`src/rtl/output_port_arbiter.sv`:
```
`default_nettype none
// ============================================================================
// Module      : output_port_arbiter
// Description : Wormhole output-port arbiter for a 5-port mesh router.
//               Round-robin grant among Local/North/East/South/West requests,
//               lock held until the packet tail transfers, credit-based flow
//               control toward the downstream buffer.
// Revision    : 1.0 - initial release
// ----------------------------------------------------------------------------
// Parameters
//   CREDIT_MAX  downstream buffer depth in flits (1..7)
//   WD_LIMIT    stall watchdog limit in cycles (used only with ARB_WATCHDOG_EN)
// Ports
//   clk         rising-edge clock
//   rst_n       asynchronous active-low reset
//   req[4:0]    per-input requests (0 Local, 1 North, 2 East, 3 South, 4 West)
//   tail[4:0]   flit presented by input i is the packet tail
//   credit_ret  one downstream credit returned per asserted cycle
//   select[4:0] one-hot crossbar select of the owner, zero when unowned
//   locked      an owner holds the output
//   fire        a flit transfers this cycle (combinational)
//   credits     available downstream credits
//   credit_err  sticky credit-overflow flag, cleared only by reset
// Configuration
//   ARB_WATCHDOG_EN  when defined, an owner whose request stays low for
//                    WD_LIMIT consecutive locked cycles is forcibly released.
// ============================================================================
module output_port_arbiter #(
  parameter int CREDIT_MAX = 4,
  parameter int WD_LIMIT   = 16
) (
  input  logic       clk,
  input  logic       rst_n,
  input  logic [4:0] req,
  input  logic [4:0] tail,
  input  logic       credit_ret,
  output logic [4:0] select,
  output logic       locked,
  output logic       fire,
  output logic [2:0] credits,
  output logic       credit_err
);

  localparam int         c_nports     = 5;
  localparam logic [2:0] c_credit_max = 3'(CREDIT_MAX);

  if (CREDIT_MAX < 1 || CREDIT_MAX > 7 || WD_LIMIT < 1) begin : g_bad_params
    $error("output_port_arbiter: CREDIT_MAX must be 1..7 and WD_LIMIT >= 1");
  end

  typedef enum logic [0:0] {
    ST_IDLE   = 1'b0,
    ST_LOCKED = 1'b1
  } state_t;

  state_t     r_state;
  state_t     w_state_nxt;
  logic [2:0] r_owner;
  logic [2:0] w_owner_nxt;
  logic [4:0] r_select;
  logic [4:0] w_select_nxt;
  logic [2:0] r_rr_ptr;
  logic [2:0] w_rr_ptr_nxt;
  logic [2:0] r_credits;
  logic [2:0] w_credits_nxt;
  logic       r_credit_err;
  logic       w_credit_err_nxt;

  // Padded to 8 bits so a 3-bit index can never fall outside the vector.
  logic [7:0] w_req_ext;
  logic [7:0] w_tail_ext;
  logic       w_locked;
  logic       w_owner_req;
  logic       w_fire;
  logic       w_tail_release;
  logic       w_wd_release;
  logic [2:0] w_owner_plus1;
  logic       w_found;
  logic [2:0] w_grant_idx;
  logic [3:0] w_scan_idx;

  assign w_req_ext      = {3'b000, req};
  assign w_tail_ext     = {3'b000, tail};
  assign w_locked       = (r_state == ST_LOCKED);
  assign w_owner_req    = w_req_ext[r_owner];
  assign w_fire         = w_locked && w_owner_req && (r_credits != 3'd0);
  assign w_tail_release = w_fire && w_tail_ext[r_owner];
  assign w_owner_plus1  = (r_owner == 3'd4) ? 3'd0 : (r_owner + 3'd1);

  // --------------------------------------------------------------------------
  // Round-robin scan: first asserted request at or above rr_ptr, wrapping 4->0.
  // --------------------------------------------------------------------------
  always_comb begin
    w_found     = 1'b0;
    w_grant_idx = r_rr_ptr;
    w_scan_idx  = 4'd0;
    for (int i = 0; i < c_nports; i++) begin
      w_scan_idx = {1'b0, r_rr_ptr} + 4'(i);
      if (w_scan_idx >= 4'(c_nports)) begin
        w_scan_idx = w_scan_idx - 4'(c_nports);
      end
      if (!w_found && w_req_ext[w_scan_idx[2:0]]) begin
        w_found     = 1'b1;
        w_grant_idx = w_scan_idx[2:0];
      end
    end
  end

  // --------------------------------------------------------------------------
  // Stall watchdog
  // --------------------------------------------------------------------------
`ifdef ARB_WATCHDOG_EN
  localparam int                c_wd_w    = $clog2(WD_LIMIT + 1);
  localparam logic [c_wd_w-1:0] c_wd_last = c_wd_w'(WD_LIMIT - 1);

  logic [c_wd_w-1:0] r_wd_cnt;

  // The cycle that would bring the count to WD_LIMIT performs the release.
  assign w_wd_release = w_locked && !w_owner_req && (r_wd_cnt == c_wd_last);

  always_ff @(posedge clk or negedge rst_n) begin
    if (!rst_n) begin
      r_wd_cnt <= '0;
    end else if (!w_locked || w_owner_req || w_wd_release) begin
      r_wd_cnt <= '0;
    end else begin
      r_wd_cnt <= r_wd_cnt + 1'b1;
    end
  end
`else
  assign w_wd_release = 1'b0;
`endif

  // --------------------------------------------------------------------------
  // Ownership FSM
  // --------------------------------------------------------------------------
  always_ff @(posedge clk or negedge rst_n) begin
    if (!rst_n) begin
      r_state  <= ST_IDLE;
      r_owner  <= 3'd0;
      r_select <= 5'b00000;
      r_rr_ptr <= 3'd0;
    end else begin
      r_state  <= w_state_nxt;
      r_owner  <= w_owner_nxt;
      r_select <= w_select_nxt;
      r_rr_ptr <= w_rr_ptr_nxt;
    end
  end

  always_comb begin
    w_state_nxt  = r_state;
    w_owner_nxt  = r_owner;
    w_select_nxt = r_select;
    w_rr_ptr_nxt = r_rr_ptr;
    case (r_state)
      ST_IDLE: begin
        w_select_nxt = 5'b00000;
        if (w_found) begin
          w_state_nxt  = ST_LOCKED;
          w_owner_nxt  = w_grant_idx;
          w_select_nxt = 5'b00001 << w_grant_idx;
        end
      end
      ST_LOCKED: begin
        // Non-owner requests are ignored until the owner releases.
        if (w_tail_release || w_wd_release) begin
          w_state_nxt  = ST_IDLE;
          w_select_nxt = 5'b00000;
          w_rr_ptr_nxt = w_owner_plus1;
        end
      end
      default: begin
        w_state_nxt  = ST_IDLE;
        w_select_nxt = 5'b00000;
      end
    endcase
  end

  // --------------------------------------------------------------------------
  // Credit counter. A send and a return in the same cycle cancel out; a lone
  // return at full credit is an overflow and is recorded, not counted.
  // --------------------------------------------------------------------------
  always_comb begin
    w_credits_nxt    = r_credits;
    w_credit_err_nxt = r_credit_err;
    case ({w_fire, credit_ret})
      2'b10: w_credits_nxt = r_credits - 3'd1;
      2'b01: begin
        if (r_credits == c_credit_max) begin
          w_credit_err_nxt = 1'b1;
        end else begin
          w_credits_nxt = r_credits + 3'd1;
        end
      end
      default: begin
        w_credits_nxt = r_credits;
      end
    endcase
  end

  always_ff @(posedge clk or negedge rst_n) begin
    if (!rst_n) begin
      r_credits    <= c_credit_max;
      r_credit_err <= 1'b0;
    end else begin
      r_credits    <= w_credits_nxt;
      r_credit_err <= w_credit_err_nxt;
    end
  end

  assign select     = r_select;
  assign locked     = w_locked;
  assign fire       = w_fire;
  assign credits    = r_credits;
  assign credit_err = r_credit_err;

endmodule
`default_nettype wire

```
`config.mk`:
```
export PLATFORM = sky130hd
export DESIGN_NAME = output_port_arbiter
export DESIGN_NICKNAME = d
export VERILOG_FILES = /design/src/rtl/output_port_arbiter.sv
export SDC_FILE = /design/constraint.sdc
export NUM_CORES = 1
export LEC_CHECK = 0
export BUFFER_PORTS_ARGS = -buffer_cell sky130_fd_sc_hd__buf_2
export CAP_MARGIN = 20
export CORE_MARGIN = 2
export CORE_UTILIZATION = 64
export CTS_CLUSTER_SIZE = 20
export DETAILED_ROUTE_END_ITERATION = 12
export PLACE_DENSITY = 0.86
export SLEW_MARGIN = 20
export SYNTH_ARGS = -nofsm -noshare
export SYNTH_HDL_FRONTEND = slang
export SYNTH_SLANG_ARGS = --single-unit
```
`constraint.sdc`:
```
create_clock -name clk -period 5.6 [get_ports clk]
set_input_delay 0.84 -clock clk [delete_from_list [all_inputs] [get_ports clk]]
set_output_delay 0.84 -clock clk [all_outputs]
set_load 0.02 [all_outputs]
```
==> metrics.txt, run 1 <==
status=finished, final reports clean; CP Cell Sequence=inv_1, ha_1, inv_1, o41ai_2, nor4_2, o21ai_2, and2_4, and2b_4, inv_2, o2111ai_2, nand2_1, a32o_1; CP Data Arrival Time=4.10 ns; Final setup viols=0; Via density=6.74; Post-Syn Area=0.00217 mm2; Fmax=256 MHz; Syn Inst Count=263; Tcrit/Tclk final=0.698; total gr overflow=0; Sum Neg Setup Slack=0 ns; Routed WL=5470 um; count of cell types in the netlist=75; Startpoint Class=register; Max transition margin=0.456; reg2reg end=select[3]$_DFFE_PN0P_; delay-heaviest family, CP=compound AO/OA/AOI/OAI gates; flop-to-flop setup slack=1.69 ns; syn avg cell area=8.25 um2; CP max stage cell=dfrtp_1; Final Core Density=0.693; Die Area=0.00387 mm2; Root Buffer=clkbuf_4; Multi-input gate area=0.00161 mm2; FF+latch area=402 um2; starting density of the core=0.661; CTS tree=yes; via count=2164; total track usage=0.300; clk_lat worst skew=0.29 ns; Die H=62.2 um; Max Buffers Root-to-Sink=2; 1st-pass router iterations=5; syn_nets=288; largest net degree at the start of global routing=40; Crit Path Category=register to register; die width=62.2 um; routability cong.=1.01; minimum clock period after layout=3.91 ns; DR iter-0 viols=214; RSZ-0062 raised after global routing=no; Hold-fix buffers, CTS=0; I/O pin total=24; # port buffers=23; Worst Setup End Kind=register; Fillers=285; CTS Buf Count=3; Top FF cell, synth=dfrtp_1; ys async rst share=1.00; Warnings, synthesis=0; layout cell share with drive strength beyond 1=0.207; Synth-to-Final Area Change=4.90%; Post-synth EDFFs=0; Final ANT Viol Nets=0; worst slew pin tran=0.816 ns; most frequent CP cell=inv_1; Routed WL per cell=17.0 um; max cap viols=0; vias in the first global route=2050; HP Class=input pin to async pin; Req. time, crit path=5.79 ns; Reg2Reg Depth=12; # H-tree levels=1; post-synthesis sequential area ratio=0.185; max-slew violation count=0; nets=301; initial antenna violation count=0; HPWL Detailed=3950 um; # DRC=0; Critical Path Fanout Max=15; reg2reg start=r_rr_ptr[1]$_DFFE_PN0P_; synthesized flop and latch total=16; Worst Skew=0.00275 ns; clock-pin slew on the worst setup and hold paths=0.10 ns; global-route wire length before repair=9540 um; Num Clock Sinks=16; setup bufs post-CTS=0; Buf/Inv on CP=3; row count=21; Largest stage delay, worst path=0.71 ns; core area=0.00328 mm2; Final Hold Viols=0; n_diodes=0; post-CTS sizing=0
==> synth_stat cells, drive strengths merged, types with 2 or more instances <==
library cell  count  area (um2)
nand2            26         100
a21oi            24         135
o21ai            16        83.8
dfrtp            15         375
inv              14        52.6
nor2             14        52.6
buf              10        86.3
ha               10         125
nand3            10        50.1
nand2b            9        56.3
a211oi            7        57.6
nor2b             7        43.8
a21boi            6        45.0
and2              6        41.3
clkbuf            6        23.8
nor3              5        25.0
a32o              4        40.0
mux2i             4        40.0
mux4              4        90.1
o211ai            4        30.0
a2111oi           3        26.3
a211o             3        26.3
a21o              3        23.8
a31oi             3        18.8
mux2              3        33.8
o22ai             3        18.8
o31ai             3        36.3
or3               3        18.8
a221o             2        20.0
a221oi            2        23.8
a311o             2        20.0
fa                2        40.0
nor4              2        18.8
o2111ai           2        23.8
o21ba             2        26.3
o31a              2        17.5
o41ai             2        25.0
or2               2        12.5
or4b              2        20.0
==> flip-flops by register name, summed over array words and instances, names as in the netlist <==
name / count
select: 5
credits: 3
r_owner: 3
r_rr_ptr: 3
credit_err: 1
locked: 1
==> kinds of logic after synthesis <==
group / synth area share
compound gates: 0.362
fa+ha+maj: 0.0761
flops: 0.185
mux: 0.0755
simple gates: 0.222
buf+inv: 0.0750
xor+xnor: 0.00404
==> per-stage QoR <==
step | area (um2) | worst slack, ns | hold WS (ns) | instances
floorplan | 2170 | 2.33 | 0.544 | 263
global placement | 2240 | 1.85 | 0.451 | 317
detailed placement | 2240 | 1.79 | 0.459 | 317
CTS | 2280 | 1.77 | 0.450 | 321
global route | 2280 | 1.42 | 0.453 | 321
finish | 2280 | 1.69 | 0.446 | 321
==> placed cells by master (no fill, tap or decap), drive strengths merged, types with 2 or more instances in the layout <==
| cell | synthesis | layout |
|---|---|---|
| inv | 14 | 14 |
| nor2 | 14 | 14 |
| o21ai | 16 | 16 |
| o41ai | 2 | 2 |
| mux2 | 3 | 3 |
| a311o | 2 | 2 |
| a221o | 2 | 2 |
| a21boi | 6 | 6 |
| ha | 10 | 10 |
| nor4 | 2 | 2 |
| o22ai | 3 | 3 |
| mux4 | 4 | 4 |
| or2 | 2 | 2 |
| nand3 | 10 | 10 |
| nand2b | 9 | 9 |
| dfrtp | 15 | 15 |
| mux2i | 4 | 4 |
| o31a | 2 | 2 |
| a211oi | 7 | 7 |
| or4b | 2 | 2 |
| a21o | 3 | 3 |
| a221oi | 2 | 2 |
| a31oi | 3 | 3 |
| nor2b | 7 | 7 |
| a21oi | 24 | 24 |
| o21ba | 2 | 2 |
| buf | 10 | 24 |
| o2111ai | 2 | 2 |
| a2111oi | 3 | 3 |
| a32o | 4 | 4 |
| nor3 | 5 | 5 |
| a211o | 3 | 3 |
| o211ai | 4 | 4 |
| fa | 2 | 2 |
| nand2 | 26 | 26 |
| or3 | 3 | 3 |
| o31ai | 3 | 3 |
| clkbuf | 6 | 4 |
| and2 | 6 | 6 |
==> cell type report <==
| type | instances | share of cell area |
|---|---|---|
| Multi-Input combinational cell | 217 | 0.705 |
| Sequential cell | 16 | 0.176 |
| Timing Repair Buffer | 24 | 0.0539 |
| Tap cell | 46 | 0.0253 |
| Inverter | 14 | 0.0231 |
| Clock buffer | 4 | 0.0159 |
==> worst max-delay path by stage <==
| stage | from | to | slack, ns | depth (start not counted) |
|---|---|---|---|---|
| 3_3_place_gp | r_rr_ptr[1]$_DFFE_PN0P_ | r_owner[2]$_DFFE_PN0P_ | 1.85 | 11 |
| 6_report | r_rr_ptr[1]$_DFFE_PN0P_ | select[3]$_DFFE_PN0P_ | 1.69 | 12 |
| 2_1_floorplan | r_rr_ptr[2]$_DFFE_PN0P_ | r_owner[2]$_DFFE_PN0P_ | 2.33 | 13 |
| 3_5_place_dp | r_rr_ptr[1]$_DFFE_PN0P_ | select[2]$_DFFE_PN0P_ | 1.79 | 12 |
| 4_1_cts | r_rr_ptr[1]$_DFFE_PN0P_ | select[2]$_DFFE_PN0P_ | 1.77 | 11 |
| 5_1_grt | r_rr_ptr[1]$_DFFE_PN0P_ | r_owner[2]$_DFFE_PN0P_ | 1.42 | 11 |
==> metal layers <==
layer / global-route usage / up-vias / wire length [um]
li1: - / 1019 / -
met1: 0.419 / 1017 / 2460
met2: 0.476 / 107 / 2460
met3: 0.0562 / 21 / 421
met4: 0.0889 / 0 / 127
met5: 0 / - / 0
Power of run 1 is not shown: default switching activity piles up to over one toggle a cycle in this logic, so the estimate is an artifact.
==> run 2: changes to the inputs <==
Settings changed: CORE_UTILIZATION 64 to 60, PLACE_DENSITY 0.86 to 0.81.
Clock period 5.6 ns to 3.9 ns, I/O delays scaled along.
==> metrics.txt, run 2 (same netlist as run 1, synthesis figures left out) <==
DR iter-0 viols=138; via count=2157; Reg2Reg Depth=10; die width=64.1 um; most frequent cells in the layout=nand2_1, buf_2, a21oi_1, dfrtp_1; Final Hold Viols=0; Num Clock Sinks=16; Crit Path Category=register to register; # H-tree levels=1; Final ANT Viol Nets=0; Synth-to-Final Area Change=6.63%; CP Data Arrival Time=3.74 ns; max reg flops=5; Req. time, crit path=4.08 ns; Sum Neg Setup Slack=0 ns; Routed WL=5530 um; Routed WL per cell=17.0 um; post-route cell area=0.00231 mm2; Cell Area, Placed=0.00228 mm2; Hold-fix buffers, CTS=0; post-CTS sizing=0; Startpoint Class=register; Fmax=282 MHz; HPWL Detailed=4130 um; CTS tree=yes; RSZ-0062 raised after global routing=no; Critical Path Fanout Max=39; total gr overflow=0; max cap viols=0; setup bufs post-CTS=0; Fillers=283; vias in the first global route=2047; row count=21; Worst Setup End Kind=register; routability cong.=1.04; worst slew pin tran=0.724 ns; Tcrit/Tclk final=0.911; I/O pin total=24; max-slew violation count=0; Die Area=0.00411 mm2; # DRC=0; global-route wire length before repair=9710 um; HP Class=input pin to async pin; Max Buffers Root-to-Sink=2; layout cell share with drive strength beyond 1=0.221; commonest non-fill, non-tap cell in the layout=nand2_1; initial antenna violation count=0; Max transition margin=0.512; clk_lat worst skew=0.29 ns; Via density=6.62; clock-pin slew on the worst setup and hold paths=0.09 ns; nets=306; total track usage=0.294; Root Buffer=clkbuf_4; minimum clock period after layout=3.55 ns; Die H=64.1 um; CTS Buf Count=3; starting density of the core=0.635; 1st-pass router iterations=4; Worst Skew=0.00114 ns; n_diodes=0; # port buffers=23; largest net degree at the start of global routing=40; Final setup viols=0; core area=0.00342 mm2; status=finished, final reports clean
[run 2: cell types whose count changed in the layout (fill, tap and decap cells not counted)]
| cell | before | now |
|---|---|---|
| buf_4 | 1 | 6 |
[run 2: worst paths after layout]
kind                                                to  slack (ns)                     from
worst max register to register   select[2]$_DFFE_PN0P_        0.35  r_rr_ptr[0]$_DFFE_PN0P_
worst max-delay path             select[2]$_DFFE_PN0P_        0.35  r_rr_ptr[0]$_DFFE_PN0P_
min in group clk                credit_err$_DFFE_PN0P_        0.47   credit_err$_DFFE_PN0P_
worst min-delay path             select[3]$_DFFE_PN0P_        0.19                    rst_n
max in group asynchronous       credits[2]$_DFFE_PN1P_        3.40                    rst_n
worst min register to register  credit_err$_DFFE_PN0P_        0.47   credit_err$_DFFE_PN0P_
[run 2: layer usage]
metal  track usage  part of all wire
met4         0.104             0.015
met3        0.0335             0.069
met1         0.422              0.46
met5             0                 0
met2         0.460              0.46
[run 2: worst max-delay path, cell delays in order (launching register included)]
cell	delay [ns]
dfrtp_1	0.37
buf_4	0.37
ha_1	0.48
a21oi_1	0.26
a311oi_1	0.33
a21oi_1	0.08
a221o_1	0.46
o41ai_1	0.44
o211ai_1	0.17
and2_2	0.23
a32o_1	0.25
[run 2: area by class of cell]
cell class | instances | area, um2 | area share
clock buffers | 4 | 36.3 | 0.0157
multi-input cells | 217 | 1610 | 0.694
repair buffers | 29 | 160 | 0.0692
flip-flops and latches | 16 | 402 | 0.174
inverters | 14 | 52.6 | 0.0227
well taps | 46 | 57.6 | 0.0249
[run 2: per-stage QoR]
stage	setup slack (ns)	utilization	cells	hold slack (ns)
final	0.349	0.677	326	0.193
after global routing	0.0811	0.677	326	0.189
after CTS	0.414	0.677	326	0.190
after detailed placement	0.445	0.667	322	0.460
after global placement	0.510	0.667	322	0.448
after floorplan	0.634	-	263	0.289
Power of run 2 is left out for the same reason.
==> run 3: changes to the inputs <==
Settings changed: CORE_UTILIZATION 60 to 35, PLACE_DENSITY 0.81 to unset.
==> metrics.txt, run 3 (same netlist as run 1, synthesis figures left out) <==
status=finished, final reports clean; I/O pin total=24; Final ANT Viol Nets=0; # DRC=0; RSZ-0062 raised after global routing=no; Hold-fix buffers, CTS=0; setup bufs post-CTS=0; row count=28; HP Class=input pin to async pin; Req. time, crit path=4.04 ns; Buf/Inv on CP=0; CP Cell Sequence=ha_1, a221oi_2, a32o_1, a211o_1, a21boi_1, and2_4, and2b_4, nand2_1, a211oi_1, nor2_1, mux2_2; total gr overflow=0; CTS tree=yes; commonest non-fill, non-tap cell in the layout=nand2_1; most frequent cells in the layout=nand2_1, buf_2, a21oi_1, dfrtp_1; Max Buffers Root-to-Sink=2; HPWL Detailed=4400 um; CP Data Arrival Time=3.66 ns; Worst Setup End Kind=register; initial antenna violation count=0; Critical Path Fanout Max=16; Max transition margin=0.507; reg2reg start=r_rr_ptr[2]$_DFFE_PN0P_; core area=0.00596 mm2; nets=306; DR iter-0 viols=162; max-slew violation count=0; Fmax=284 MHz; clock-pin slew on the worst setup and hold paths=0.06 ns; via count=2164; CP max stage cell=dfrtp_1; met2 usage=0.323; Sum Neg Setup Slack=0 ns; met1 Track Usage GR=0.237; Routed WL per cell=16.6 um; clk_lat worst skew=0.25 ns; 1st-pass router iterations=4; worst slew pin tran=0.733 ns; max cap viols=0; layout cell share with drive strength beyond 1=0.221; CTS Buf Count=3; global-route wire length before repair=9920 um; n_diodes=0; delay-heaviest family, CP=compound AO/OA/AOI/OAI gates; vias in the first global route=2101; Top Usage Layer GRT=met2; post-CTS sizing=0; Worst Skew=0.00211 ns; Routed WL=5910 um; max reg flops=5; minimum clock period after layout=3.52 ns; Final setup viols=0; Num Clock Sinks=16; Crit Path Category=register to register; Global Route met3 Usage=0.0163; Largest stage delay, worst path=0.65 ns; Via density=6.10; largest net degree at the start of global routing=30; Tcrit/Tclk final=0.904; # H-tree levels=1; Final Hold Viols=0; routability cong.=0.898; die width=82.7 um; Startpoint Class=register; starting density of the core=0.364; Root Buffer=clkbuf_8; CP startpoint=r_rr_ptr[2]$_DFFE_PN0P_; # port buffers=23; Synth-to-Final Area Change=9.17%; total track usage=0.187; Die H=82.7 um; Die Area=0.00684 mm2
-- run 3: layer usage --
layer	share of wire	wire length [um]
met3	0.066	389
met4	0.028	163
met2	0.48	2830
met1	0.43	2530
met5	0	0
-- run 3: area by class of cell --
class | count | area, um2
flip-flops and latches | 16 | 402
repair buffers | 29 | 160
multi-input cells | 217 | 1610
inverters | 14 | 52.6
clock buffers | 4 | 55.1
fillers | 624 | 3590
well taps | 75 | 93.8
-- run 3: metrics by stage --
step / worst slack, ns / std cells / utilization / hold slack (ns) / instance area [um2]
2_1_floorplan: 0.634 / 263 / - / 0.289 / 2170
3_3_place_gp: 0.450 / 351 / 0.388 / 0.451 / 2310
3_5_place_dp: 0.476 / 351 / 0.388 / 0.493 / 2310
4_1_cts: 0.452 / 355 / 0.398 / 0.255 / 2370
5_1_grt: 0.157 / 355 / 0.398 / 0.265 / 2370
6_report: 0.376 / 355 / 0.398 / 0.249 / 2370
-- run 3: final timing paths --
path	endpoint	slack [ns]	depth (start not counted)
max	r_owner[2]$_DFFE_PN0P_	0.38	11
min	locked$_DFF_PN0_	0.25	1
max reg2reg	r_owner[2]$_DFFE_PN0P_	0.38	11
min reg2reg	credit_err$_DFFE_PN0P_	0.49	1
max in group asynchronous	credits[2]$_DFFE_PN1P_	3.34	1
min in group clk	credit_err$_DFFE_PN0P_	0.49	1
Power of run 3 is left out for the same reason.
